--- src/rtl/counter_ctrl.sv ---
// Start/pause/clear controller for a BCD stopwatch: two debounced pushbuttons drive
// a three-state run FSM and a divider that emits one count-enable pulse per TICK_DIV cycles.
module counter_ctrl #(
  parameter int DB_CYCLES = 1000000,
  parameter int TICK_DIV  = 50000000
) (
  input  logic       clk,
  input  logic       rst_n,
  input  logic       key_sp,
  input  logic       key_clr,
  output logic       s_p,
  output logic       clr,
  output logic       tick,
  output logic [1:0] state
);

  localparam int DB_W  = (DB_CYCLES > 1) ? $clog2(DB_CYCLES) : 1;
  localparam int DIV_W = (TICK_DIV > 1) ? $clog2(TICK_DIV) : 1;
  localparam logic [DB_W-1:0]  DB_LAST  = DB_W'(DB_CYCLES - 1);
  localparam logic [DIV_W-1:0] DIV_LAST = DIV_W'(TICK_DIV - 1);

  typedef enum logic [1:0] {
    ST_IDLE  = 2'b00,
    ST_RUN   = 2'b01,
    ST_PAUSE = 2'b10,
    ST_BAD   = 2'b11
  } state_t;

  // Bit 0 carries the start/pause key, bit 1 the clear key.
  logic [1:0]            keys;
  logic [1:0]            meta_r;
  logic [1:0]            sync_r;
  logic [1:0]            lvl_r;
  logic [1:0]            lvl_d_r;
  logic [1:0][DB_W-1:0]  db_cnt_r;
  logic [1:0]            press;
  logic                  press_sp;
  logic                  press_clr;

  state_t                state_r;
  state_t                state_nxt;
  logic [DIV_W-1:0]      div_r;
  logic                  wrap;
  logic                  s_p_r;
  logic                  clr_r;
  logic                  tick_r;

  assign keys = {key_clr, key_sp};

  // Two-flop synchronizers; the idle (released) level is 1.
  always_ff @(posedge clk or negedge rst_n) begin
    if (!rst_n) begin
      meta_r <= 2'b11;
      sync_r <= 2'b11;
    end else begin
      meta_r <= keys;
      sync_r <= meta_r;
    end
  end

  // Debounce: a level is accepted only after DB_CYCLES consecutive differing samples.
  always_ff @(posedge clk or negedge rst_n) begin
    if (!rst_n) begin
      lvl_r    <= 2'b11;
      lvl_d_r  <= 2'b11;
      db_cnt_r <= '0;
    end else begin
      lvl_d_r <= lvl_r;
      for (int k = 0; k < 2; k++) begin
        if (sync_r[k] == lvl_r[k]) begin
          db_cnt_r[k] <= '0;
        end else if (db_cnt_r[k] == DB_LAST) begin
          lvl_r[k]    <= sync_r[k];
          db_cnt_r[k] <= '0;
        end else begin
          db_cnt_r[k] <= db_cnt_r[k] + DB_W'(1);
        end
      end
    end
  end

  // A press is the single cycle following a debounced 1->0 change; releases are ignored.
  assign press     = lvl_d_r & ~lvl_r;
  assign press_sp  = press[0];
  assign press_clr = press[1];

  // Next-state logic; clear wins over start/pause, stray encodings fall back to IDLE.
  always_comb begin
    state_nxt = state_r;
    case (state_r)
      ST_IDLE: begin
        if (press_clr)     state_nxt = ST_IDLE;
        else if (press_sp) state_nxt = ST_RUN;
        else               state_nxt = ST_IDLE;
      end
      ST_RUN: begin
        if (press_clr)     state_nxt = ST_IDLE;
        else if (press_sp) state_nxt = ST_PAUSE;
        else               state_nxt = ST_RUN;
      end
      ST_PAUSE: begin
        if (press_clr)     state_nxt = ST_IDLE;
        else if (press_sp) state_nxt = ST_RUN;
        else               state_nxt = ST_PAUSE;
      end
      default: state_nxt = ST_IDLE;
    endcase
  end

  assign wrap = (state_r == ST_RUN) && (div_r == DIV_LAST);

  // Tick divider: counts only while running, holds in PAUSE so partial intervals survive.
  always_ff @(posedge clk or negedge rst_n) begin
    if (!rst_n) begin
      div_r <= '0;
    end else if (state_nxt == ST_IDLE) begin
      div_r <= '0;
    end else if (state_r == ST_RUN) begin
      div_r <= wrap ? '0 : div_r + DIV_W'(1);
    end else begin
      div_r <= div_r;
    end
  end

  // State register and registered outputs; a wrap on the edge that leaves RUN gives no tick.
  always_ff @(posedge clk or negedge rst_n) begin
    if (!rst_n) begin
      state_r <= ST_IDLE;
      s_p_r   <= 1'b0;
      clr_r   <= 1'b1;
      tick_r  <= 1'b0;
    end else begin
      state_r <= state_nxt;
      s_p_r   <= (state_nxt == ST_RUN);
      clr_r   <= (state_nxt == ST_IDLE);
      tick_r  <= wrap && (state_nxt == ST_RUN);
    end
  end

  assign state = state_r;
  assign s_p   = s_p_r;
  assign clr   = clr_r;
  assign tick  = tick_r;

endmodule

--- config.mk ---
export PLATFORM = sky130hd
export DESIGN_NAME = counter_ctrl
export DESIGN_NICKNAME = d
export VERILOG_FILES = /design/src/rtl/counter_ctrl.sv
export SDC_FILE = /design/constraint.sdc
export NUM_CORES = 1
export LEC_CHECK = 0
export ABC_CLOCK_PERIOD_IN_PS = 3000
export CAP_MARGIN = 10
export CORE_ASPECT_RATIO = 0.6
export CORE_MARGIN = 2
export CORE_UTILIZATION = 61
export DETAILED_ROUTE_END_ITERATION = 10
export MAX_ROUTING_LAYER = met4
export PLACE_DENSITY = 0.79
export SYNTH_ARGS = -nofsm -noshare
export SYNTH_HDL_FRONTEND = slang
export SYNTH_SLANG_ARGS = --single-unit
--- constraint.sdc ---
create_clock -name clk -period 3 [get_ports clk]
set_clock_uncertainty 0.05 [all_clocks]
set_input_delay 0.9 -clock clk [delete_from_list [all_inputs] [get_ports clk]]
set_output_delay 0.9 -clock clk [all_outputs]
set_load 0.005 [all_outputs]
* Yosys cells after proc, flatten, opt, wreduce, memory -nomap -nowiden *
Cells that the tools add are included.

word-level totals
  bits in latches = 0
  bits in registers = 79
  word-level logic and storage cells = 48
  memory bits (read-only) = 0
  RAM bits = 0
  output and inout bits = 5
  memories kept = 0

operators by class
  shift-type cells = 0
  $mul = 0
  $add $sub $neg = 3
  bitwise gates (word level) = 4
  divide/modulo/power cells = 0
  muxes and demuxes = 14
  magnitude comparators = 0
  reductions and logical operators = 7
  equal/unequal tests = 8

operators with widths
  operator                                                               number
  20-bit 2-to-1 mux                                                      4
  26-bit 2-to-1 mux                                                      3
  20-bit by 1-bit adder with 20-bit output, second input constant        2
  20-bit equality test, second input constant                            2
  26-bit by 1-bit adder with 26-bit output, second input constant        1
  26-bit equality test, second input constant                            1
  2-bit 2-to-1 mux                                                       4
  2-bit one-hot mux with 3 select lines                                  1
  2-bit by 1-bit equality test with 1-bit output, second input constant  2
  2-bit logical NOT                                                      2
  2-bit AND reduction                                                    2
  2-bit bitwise AND                                                      1
  1-bit equality test                                                    2
  2-bit equality test, second input constant                             1
  1-bit logical AND                                                      2
  1-bit 2-to-1 mux                                                       2
  1-bit NOT                                                              2
  2-bit NOT                                                              1
  2-bit nonzero test                                                     1

* Longest topological paths before layout *
Gate-level depths: netlist of the first run.

  depth after elaboration = 7
  depth in mapped cells = 7
  gate-level depth less buffers = 6

* Worst setup path before layout of the first run *
No wires, ideal clock.

  path type = reg2reg
  from = register lvl_r[0]
  to = register div_r[25]
  clock period less this slack = 2.116 ns
  cell stages (with the launch flop) = 7
  arrival time = 1.988 ns
  setup slack = 0.884 ns
  cells stage by stage = dfstp_2 > nor2b_1 > o211a_1 > or3_1 > clkbuf_2 > or4_1 > a21oi_1

on the way
  longest elaborated chain between the ends = 7
  elaborated cells on any way between the ends = 12

ends and longest elaborated chain
  what                                                            RTL line  source
  from (decl)                                                     33        logic [1:0] lvl_r;
  from (signal, indexed assignment)                               73        lvl_r[k] <= sync_r[k];
  2-bit NOT (*)                                                   83        assign press = lvl_d_r & ~lvl_r;
  2-bit bitwise AND (*)                                           83
  2-bit 2-to-1 mux, or another cell as far along                  103       else if (press_sp) state_nxt = ST_RUN;
  2-bit 2-to-1 mux, or another cell as far along                  102       if (press_clr) state_nxt = ST_IDLE;
  2-bit one-hot mux with 3 select lines (*)                       90        case (state_r)
  2-bit logical NOT (*)                                           116       end else if (state_nxt == ST_IDLE) begin
  26-bit 2-to-1 mux / 2-bit nonzero test (equally long branches)  --
  to (signal assigned)                                            119       div_r <= wrap ? '0 : div_r + DIV_W'(1);
  to (signal assigned)                                            121       div_r <= div_r;
  to (decl)                                                       42        logic [DIV_W-1:0] div_r;

Mark *: on every way between the ends. The rest lies on a longest branch, timed or not.
A chain may end at the register's enable or synchronous reset.

* Worst setup path in the final report of the first run *
  from = register state_r[1] (netlist: state[1])
  to = output port state[1]

RTL lines
  what                    RTL line  source
  from (decl)             40        state_t state_r;
  from (signal assigned)  133       state_r <= state_nxt;
  to (decl)               14        output logic [1:0] state

No word-level cell between the ends.

==> reports/qor.txt, run 1 <==
status: complete, no violations
vias: 2,781
Max Freq: 430 MHz
# IOs: 9
Top delay family on crit path: buffers and inverters
die area: 6980 µm²
CTS Buffer Depth: 2
Pwr Total: 1.93 mW
DR vias/cell: 5.65
minimum clock period: 2.33 ns
drc violations: 0
period utilization: 77.6%
Crit path buffers/inverters: 1
row count: 22
Pwr Density: 457 nW/µm²
Slew Limit Headroom: 41.7%
Core Area: 6110 µm²
Seq/Total Area, Yosys: 51.7%
synth top area cells: dfrtp_1, xnor2_1, nor2_1
crit-path cells: clkdlybuf4s50_1
Final setup viols: 0
top-count cell post-synth: nor2_1
clock-pin transition on the worst setup and hold timing paths: 0.08 ns
Synth Flop Type: dfrtp_1
worst hold-check path type: reg2reg
Starting Density: 63.0%
Routed WL: 7370 µm
RePlAce Congestion: 0.923
unrepaired setup endpoints after global routing: no
Synth top cells by count: nor2_1, dfrtp_1, xnor2_1
Synth Cell Area: 3850 µm²
largest net degree at the start of global routing: 50
Clk Latency, worst-skew pair: 0.36 ns
final slew viol count: 0
global-route wire length before repair: 12,900 µm
leakage: 1.71 nW
clock tree sinks: 79
YS warnings: 0
Layout area overhead: 9.66%
chip height: 65.5 µm
remaining antenna violation count after routing: 0
Slowest-stage cell, CP: clkdlybuf4s50_1
largest area contributor in the netlist: dfrtp_1
top cell type's share of synthesized area: 45.5%
crit start category: register
H-tree depth: 3
Detailed Place HPWL: 5180 µm
Worst Max-Slew Pin Slew: 0.866 ns
largest fanout on the critical path: 8
Clock Root Buffer: clkbuf_8
Cells after Synth: 392
Port Buffers: 8
Design Area, Final: 4220 µm²
slowest stage delay, CP: 0.57 ns
Synth async-reset ratio: 100%
layout cell share with drive strength beyond 1: 8.82%
Initial DRC Count: 233
Num CTS Buffers: 9
non-filler instance count after layout: 492
flops & latches, synth: 79
Post-CTS Setup Bufs: 0
antenna violations before repair: 0
fin nets: 411
Avg Cell Area, Syn: 9.81 µm²
vias in the first global route: 2,656
Setup WS post-layout: 0.673 ns
pre-CTS setup slack: 0.805 ns
CTS tree: done
Critical Path AT: 1.38 ns
placement-stage cell area: 4020 µm²
maximum VDD drop: 0.000343 V
Synthesized Nets: 400
number of synthesized flops with an enable pin: 0
final setup TNS: 0 ns
wire per inst: 15.0 µm
DIE WIDTH: 107 µm
Req. time, crit path: 2.05 ns
# hold bufs at CTS: 0
# diodes: 0
final hold vios: 0
kind of critical path: reg2out
Yosys cell types: 38
gr ovfl total: 0
length of the first detailed-routing pass in iterations: 5
Total GRT Usage: 24.9%
MaxCap Viol Count: 0
CP Capture Type: primary output
Post-Place Cells: 476
post_cts resized: 0
-- sequential cells by signal, summed over array words and instances (netlist names) --
register	count
meta_r	2
tick	1
sync_r	2
div_r	26
s_p	1
db_cnt_r	40
state	2
lvl_d_r	2
lvl_r	2
clr	1
-- cells by family (layout without fill, tap and decap cells) --
group / after synthesis / count (layout) / synth area share, %
AO/OA/AOI/OAI: 18 / 18 / 2.99
XOR/XNOR: 56 / 56 / 12.7
adder cells (fa/ha/maj): 4 / 4 / 1.30
buffers and inverters: 17 / 33 / 1.69
flip-flops: 79 / 79 / 51.7
multiplexers: 3 / 3 / 0.845
AND/OR/NAND/NOR: 215 / 215 / 28.7
-- final timing paths --
| path | startpoint | end | slack [ns] | cells after the start |
|---|---|---|---|---|
| setup / recovery | state[1] | state[1] | 0.67 | 1 |
| hold / removal | meta_r[1] | sync_r[1] | 0.31 | 0 |
| setup reg to reg | lvl_r[0] | div_r[25] | 0.79 | 5 |
| hold reg to reg | meta_r[1] | sync_r[1] | 0.31 | 0 |
| max in group asynchronous | rst_n | sync_r[0] | 1.84 | 2 |
| min in group asynchronous | rst_n | db_cnt_r[22] | 0.42 | 1 |
-- routing by layer --
layer | GRT usage [%] | wire length (µm) | vias up
li1 | - | - | 1377
met3 | 6.55 | 458 | 7
met1 | 36.8 | 3800 | 1316
met4 | 8.28 | 76 | 0
met2 | 33.4 | 3040 | 81
met5 | - | 0 | -
-- cell type report --
class / instances / area (µm²)
inverter: 7 / 26.3
timing repair buffer: 10 / 105
tap: 84 / 105
clock inverter: 4 / 45.0
sequential: 79 / 1990
fill: 494 / 1890
clock buffer: 12 / 155
multi-input combinational: 296 / 1790
-- layout by cell type, fill, tap and decap left out, types with 3 or more instances in the layout --
| master | instances |
|---|---|
| a21oi_1 | 5 |
| and2_1 | 6 |
| and3_1 | 9 |
| and4_1 | 9 |
| clkbuf_8 | 11 |
| clkdlybuf4s50_1 | 7 |
| clkinv_2 | 3 |
| dfrtp_1 | 70 |
| dfstp_2 | 9 |
| ha_1 | 4 |
| inv_1 | 7 |
| nand2_1 | 30 |
| nand3_1 | 22 |
| nand4_1 | 15 |
| nor2_1 | 72 |
| nor2b_1 | 3 |
| nor3_1 | 9 |
| nor3b_1 | 3 |
| nor4_1 | 13 |
| nor4b_1 | 5 |
| o21ai_0 | 5 |
| or2_2 | 5 |
| or3_1 | 5 |
| or4_1 | 4 |
| xnor2_1 | 31 |
| xor2_1 | 25 |
-- where the power goes --
part | total, mW | switching, mW | internal (mW)
clock | 0.795 | 0.370 | 0.426
sequential | 1.08 | 0.00852 | 1.08
combinational | 0.0496 | 0.0351 | 0.0145
total | 1.93 | 0.413 | 1.52
-- through the flow --
stage / hold slack, ns / utilization (%)
after floorplan: 0.295 / -
after global placement: 0.296 / 65.8
after detailed placement: 0.298 / 65.8
after CTS: 0.309 / 69.0
after global routing: 0.312 / 69.0
final: 0.308 / 69.0
Power figures use the tool's default switching activity.
==> run 2, diff against run 1 <==
--- a/config.mk
+++ b/config.mk
@@ -5,7 +5,7 @@
 export SDC_FILE = /design/constraint.sdc
 export NUM_CORES = 1
 export LEC_CHECK = 0
-export ABC_CLOCK_PERIOD_IN_PS = 3000
+export ABC_CLOCK_PERIOD_IN_PS = 2400
 export CAP_MARGIN = 10
 export CORE_ASPECT_RATIO = 0.6
 export CORE_MARGIN = 2
==> constraint.sdc (replaced) <==
create_clock -name clk -period 2.4 [get_ports clk]
set_clock_uncertainty 0.05 [all_clocks]
set_input_delay 0.72 -clock clk [delete_from_list [all_inputs] [get_ports clk]]
set_output_delay 0.72 -clock clk [all_outputs]
set_load 0.005 [all_outputs]
==> reports/qor.txt, run 2 (synthesized netlist as in run 1, its figures left out) <==
status: complete, no violations
final slew viol count: 0 (unchanged)
crit path capture: state[1]
maximum VDD drop: 0.000321 V (-6.2%)
# hold bufs at CTS: 0 (unchanged)
Initial DRC Count: 228 (-2.1%)
sw frac: 21.9% (+0.50 points)
DR vias/cell: 5.77 (+2.2%)
clock tree sinks: 79 (unchanged)
crit start category: register
Starting Density: 63.0% (unchanged)
met2 wire len: 3210 µm (+5.8%)
Max Freq: 461 MHz
wire per inst: 15.4 µm (+2.9%)
# diodes: 0 (unchanged)
CTS tree: done
WL met1: 3990 µm (+5.2%)
chip height: 65.5 µm (unchanged)
Top delay family on crit path: buffers and inverters
Req. time, crit path: 1.63 ns (-0.42 ns)
Clock Power Share: 43.1% (+1.9 points)
Pwr Total: 2.50 mW (+29%)
most common cell after layout, fill and taps aside: nor2_1
non-filler instance count after layout: 501 (+1.8%)
placement-stage cell area: 4090 µm² (+1.7%)
crit-path cells: clkdlybuf4s50_1
DIE WIDTH: 107 µm (unchanged)
Final setup viols: 0 (unchanged)
gr ovfl total: 0 (unchanged)
Post-Place Cells: 485 (+1.9%)
vias: 2,893 (+4.0%)
Detailed Place HPWL: 5440 µm (+5.2%)
Num CTS Buffers: 9 (unchanged)
Slowest-stage cell, CP: clkdlybuf4s50_1
Clk Latency, worst-skew pair: 0.36 ns (about the same)
worst hold-check path type: in2async
H-tree depth: 3 (unchanged)
global-route wire length before repair: 13,400 µm (+3.3%)
period utilization: 90.3%
R2R Path Start: lvl_r[0]
RR Endpoint: div_r[25]
final setup TNS: 0 ns (unchanged)
Pwr Density: 580 nW/µm² (+27%)
RePlAce Congestion: 0.856 (-7.3%)
row count: 22 (unchanged)
Post-CTS Setup Bufs: 0 (unchanged)
highest routed layer: met4
layout cell share with drive strength beyond 1: 10.8% (+2.0 points)
Sw Pwr: 0.547 mW (+32%)
die area: 6980 µm² (unchanged)
post_cts resized: 0 (unchanged)
antenna violations before repair: 0 (unchanged)
slowest stage delay, CP: 0.55 ns (-0.02 ns)
final hold vios: 0 (unchanged)
Slew Limit Headroom: 62.3% (+21 points)
largest fanout on the critical path: 8 (unchanged)
Critical Path Start: state[1]
reg-to-reg slack, setup: 0.27 ns (-0.52 ns)
drc violations: 0 (unchanged)
Reg power frac: 54.3% (-1.9 points)
Crit path depth: 1 (unchanged)
Layout area overhead: 11.8%
largest net degree at the start of global routing: 30 (-40%)
Internal: 1.95 mW (+28%)
largest registers: db_cnt_r x40, div_r x26
Crit path buffers/inverters: 1 (unchanged)
Critical Path AT: 1.40 ns (+0.02 ns)
Worst Reg-to-Reg Cells: 5 (unchanged)
# IOs: 9 (unchanged)
leakage: 1.75 nW (+2.4%)
vias in the first global route: 2,781 (+4.7%)
Comb pwr share: 2.6% (about the same)
Core Area: 6110 µm² (unchanged)
kind of critical path: reg2out
largest reg by FF count: db_cnt_r
fin nets: 420 (+2.2%)
CTS Buffer Depth: 2 (unchanged)
length of the first detailed-routing pass in iterations: 5 (unchanged)
max FFs per register: 40 (unchanged)
minimum clock period: 2.17 ns
unrepaired setup endpoints after global routing: no
Design Area, Final: 4300 µm² (+1.9%)
Clock Root Buffer: clkbuf_8
Total GRT Usage: 25.8% (+0.89 points)
clock-pin transition on the worst setup and hold timing paths: 0.08 ns (about the same)
CP Capture Type: primary output
commonest non-fill, non-tap cells in the layout: nor2_1, dfrtp_1, xnor2_1
remaining antenna violation count after routing: 0 (unchanged)
Worst Max-Slew Pin Slew: 0.560 ns (-0.307 ns)
met3 wire length: 428 µm (-6.6%)
MaxCap Viol Count: 0 (unchanged)
Port Buffers: 8 (unchanged)
Routed WL: 7720 µm (+4.8%)
-- run 2: cell count changes in the layout (fill, tap and decap cells not counted), sizes merged --
| cell | previous run | this run |
|---|---|---|
| clkinvlp | 0 | 1 |
| bufinv | 1 | 2 |
| buf | 3 | 12 |
| clkbuf | 12 | 10 |
-- run 2: cell type report --
type	instances	area, µm²
well taps	84	105
clock buffers	10	128
multi-input cells	296	1790
repair buffers	19	173
flip-flops and latches	79	1990
fillers	473	1810
inverters	7	26.3
clock inverters	6	86.3
-- run 2: power by group through the flow --
stage	Clock (mW)	Combinational [mW]	Sequential, mW
2_1_floorplan	0	0.0258	1.38
3_3_place_gp	0	0.0668	1.38
3_5_place_dp	0	0.0670	1.38
4_1_cts	1.10	0.0675	1.36
5_1_grt	1.15	0.0762	1.36
6_report	1.08	0.0645	1.36
-- run 2: worst min-delay path by stage --
stage                     startpoint  slack, ns           end
final                          rst_n       0.20      div_r[7]
after floorplan            meta_r[0]       0.30     sync_r[0]
after detailed placement   meta_r[0]       0.30     sync_r[0]
after global placement     meta_r[0]       0.30     sync_r[0]
after global routing           rst_n       0.21  db_cnt_r[34]
after CTS                      rst_n       0.20  db_cnt_r[34]
-- run 2: stage by stage --
step | hold WS, ns | util, % | worst slack (ns)
after floorplan | 0.295 | - | 0.284
after global placement | 0.296 | 66.9 | 0.346
after detailed placement | 0.299 | 66.9 | 0.293
after CTS | 0.196 | 70.4 | 0.235
after global routing | 0.206 | 70.4 | 0.162
final | 0.195 | 70.4 | 0.232
-- run 2: metal layers --
layer  vias up  track usage (%)
met5         -                -
met4         0             8.60
met3         9             6.94
met2        76             35.2
met1      1415             37.5
li1       1393                -
==> RTL change, RTL diff (flow settings as in run 2) <==
Change the parameter `TICK_DIV` from 50000000 to 100000000.
--- a/src/rtl/counter_ctrl.sv
+++ b/src/rtl/counter_ctrl.sv
@@ -2,7 +2,7 @@
 // a three-state run FSM and a divider that emits one count-enable pulse per TICK_DIV cycles.
 module counter_ctrl #(
   parameter int DB_CYCLES = 1000000,
-  parameter int TICK_DIV  = 50000000
+  parameter int TICK_DIV  = 100000000
 ) (
   input  logic       clk,
   input  logic       rst_n,
Function: no difference found for any inputs over 10 cycles, from zero or initial values and one cycle with rst_n low; that may be too few to reach the edited logic, so the function may still have changed.
==> RTL change against run 2 <==
  * Cell area decreased by 1.7%
  * Cell count decreased by 2.2%
  * Worst setup slack worse by 79 ps
  * Routed wire length decreased by 7.9%
  * Area after synthesis fell by 0.26%
  * Sequential cell count grew 1
  * Total power increased by 2.3%
  * Largest power group unchanged
  * Highest routed layer unchanged
==> RTL change: results (changes against run 2) <==
metric,value,unit,change
slowest_stage,clkdlybuf4s50_1,,unchanged
grt_max_degree,43,,was 30
cpPeakStageDelay,590,ps,was 550 ps
cp_top_family,buffers and inverters,,unchanged
grt_pass1_wl,12.56,mm,was 13.37 mm
vias,2749,,"was 2,893"
p_leak,1.676,nW,was 1.748 nW
rrSetupSlack,290,ps,was 270 ps
htreeDepth,3,,unchanged
first_pass_iters,5,,unchanged
antennaDiodeCount,0,,unchanged
synth_common_cells,"nor2_1 (77), dfrtp_1 (71), xnor2_1 (34)",,"was nor2_1 (72), dfrtp_1 (70), xnor2_1 (31)"
ys_seq_area_frac,0.5246,,was 0.5167
finalNetCount,408,,was 420
synth_fp_nets,395,,was 400
cts_resized,0,,unchanged
ant_nets,0,,unchanged
crit_path_max_fanout,10,,was 8
largest_register_ffs,40,,unchanged
wl,7.107,mm,was 7.717 mm
start_util,0.6308,,was 0.6296
synth_edf_count,0,,unchanged
synthAdderAreaFrac,0.009782,,was 0.01301
relSlewSlack,0.4786,,was 0.6235
drt_iter0_drc,182,,was 228
io_buffer_count,8,,unchanged
grt_use_total,0.2436,,was 0.2579
layout-drive-gt1-share,0.1059,,was 0.1079
synthMuxAreaShare,0.005869,,was 0.008455
path_clk_slew,80,ps,about the same
synth_xor_area_frac,0.1255,,was 0.1275
synth.area.top_cells,"dfrtp_1 (46%), xnor2_1 (7.8%), nor2_1 (7.5%), dfstp_2 (6.2%), xor2_1 (4.8%)",,"was dfrtp_1 (46%), xnor2_1 (7.1%), nor2_1 (7.0%), dfstp_2 (6.1%), xor2_1 (5.7%)"
fillers,463,,was 473
insertion_delay,360,ps,about the same
cts_root_buf,clkbuf_8,,unchanged
ir_drop,0.4470,mV,was 0.3214 mV
numCtsBuffers,9,,unchanged
cts_setup_buffers,0,,unchanged
fin_setup_tns,0,ps,unchanged
yosys_warnings,0,,unchanged
hold_path_class,primary input to asynchronous set/reset pin,,unchanged
async_flop_share,1.000,,unchanged
synth_compound_area_frac,0.03684,,was 0.02992
reg.largest.list,"db_cnt_r (40), div_r (27)",,"was db_cnt_r (40), div_r (26)"
yosysUniqueCellTypes,40,,was 38
critPathArrivalTime,1480,ps,was 1400 ps
hpwl,4.917,mm,was 5.443 mm
synth_top_area_frac,0.4630,,was 0.4553
antenna_found_initial,0,,unchanged
grt_pass1_vias,2584,,"was 2,781"
status,finished clean,,unchanged
cts_buffer_depth,2,,unchanged
fin_crit_sh,0.9359,,was 0.9032
place_ws,318.9,ps,was 293.0 ps
place_congestion,0.8267,,was 0.8555
## RTL change: cell types whose count changed in the layout (fill, tap and decap cells not counted), sizes merged, moves of 5 or more
cell   delta
nor4      -5
and2      -5
a21oi     +6
buf       -8
and4      -5
nor2      +6
## RTL change: worst paths after layout
| kind | depth (start not counted) | endpoint | start |
|---|---|---|---|
| hold / removal | 1 | db_cnt_r[3]$_DFF_PN0_ | rst_n |
| max in group asynchronous | 2 | clr$_DFF_PN1_ | rst_n |
| hold reg to reg | 0 | sync_r[0]$_DFF_PN1_ | meta_r[0]$_DFF_PN1_ |
| setup / recovery | 1 | state[0] | state[0]$_DFF_PN0_ |
| setup reg to reg | 5 | div_r[1]$_DFFE_PN0P_ | state[0]$_DFF_PN0_ |
| min in group clk | 0 | sync_r[0]$_DFF_PN1_ | meta_r[0]$_DFF_PN1_ |
## RTL change: per-stage QoR
step	instances	power, mW	area [um^2]	hold WS, ps
4_1_cts	490	2.585	4228	274.0
2_1_floorplan	388	1.418	3837	295.2
5_1_grt	490	2.661	4228	289.3
3_3_place_gp	474	1.458	3998	296.2
3_5_place_dp	474	1.459	3998	297.8
6_report	490	2.551	4228	272.3
## RTL change: report_power, final
group	total, mW	internal, mW	switching, mW
logic	0.0593	0.0174	0.0419
registers	1.37	1.36	0.00953
clock network	1.12	0.641	0.480
## RTL change: area by class of cell
class	instances	share of cell area
sequential	80	0.4762
multi-input combinational	288	0.4081
clock inverter	5	0.01864
clock buffer	11	0.03581
inverter	11	0.009766
timing repair buffer	11	0.02664
tap	84	0.02486
## RTL change: layer usage
metal  up-vias  part of all wire  GRT usage
met5         -                 0          -
met4         0            0.0055    0.04934
met3         6             0.052    0.09028
met2        60              0.44     0.3229
met1      1338              0.51     0.3582
li1       1345                 -          -
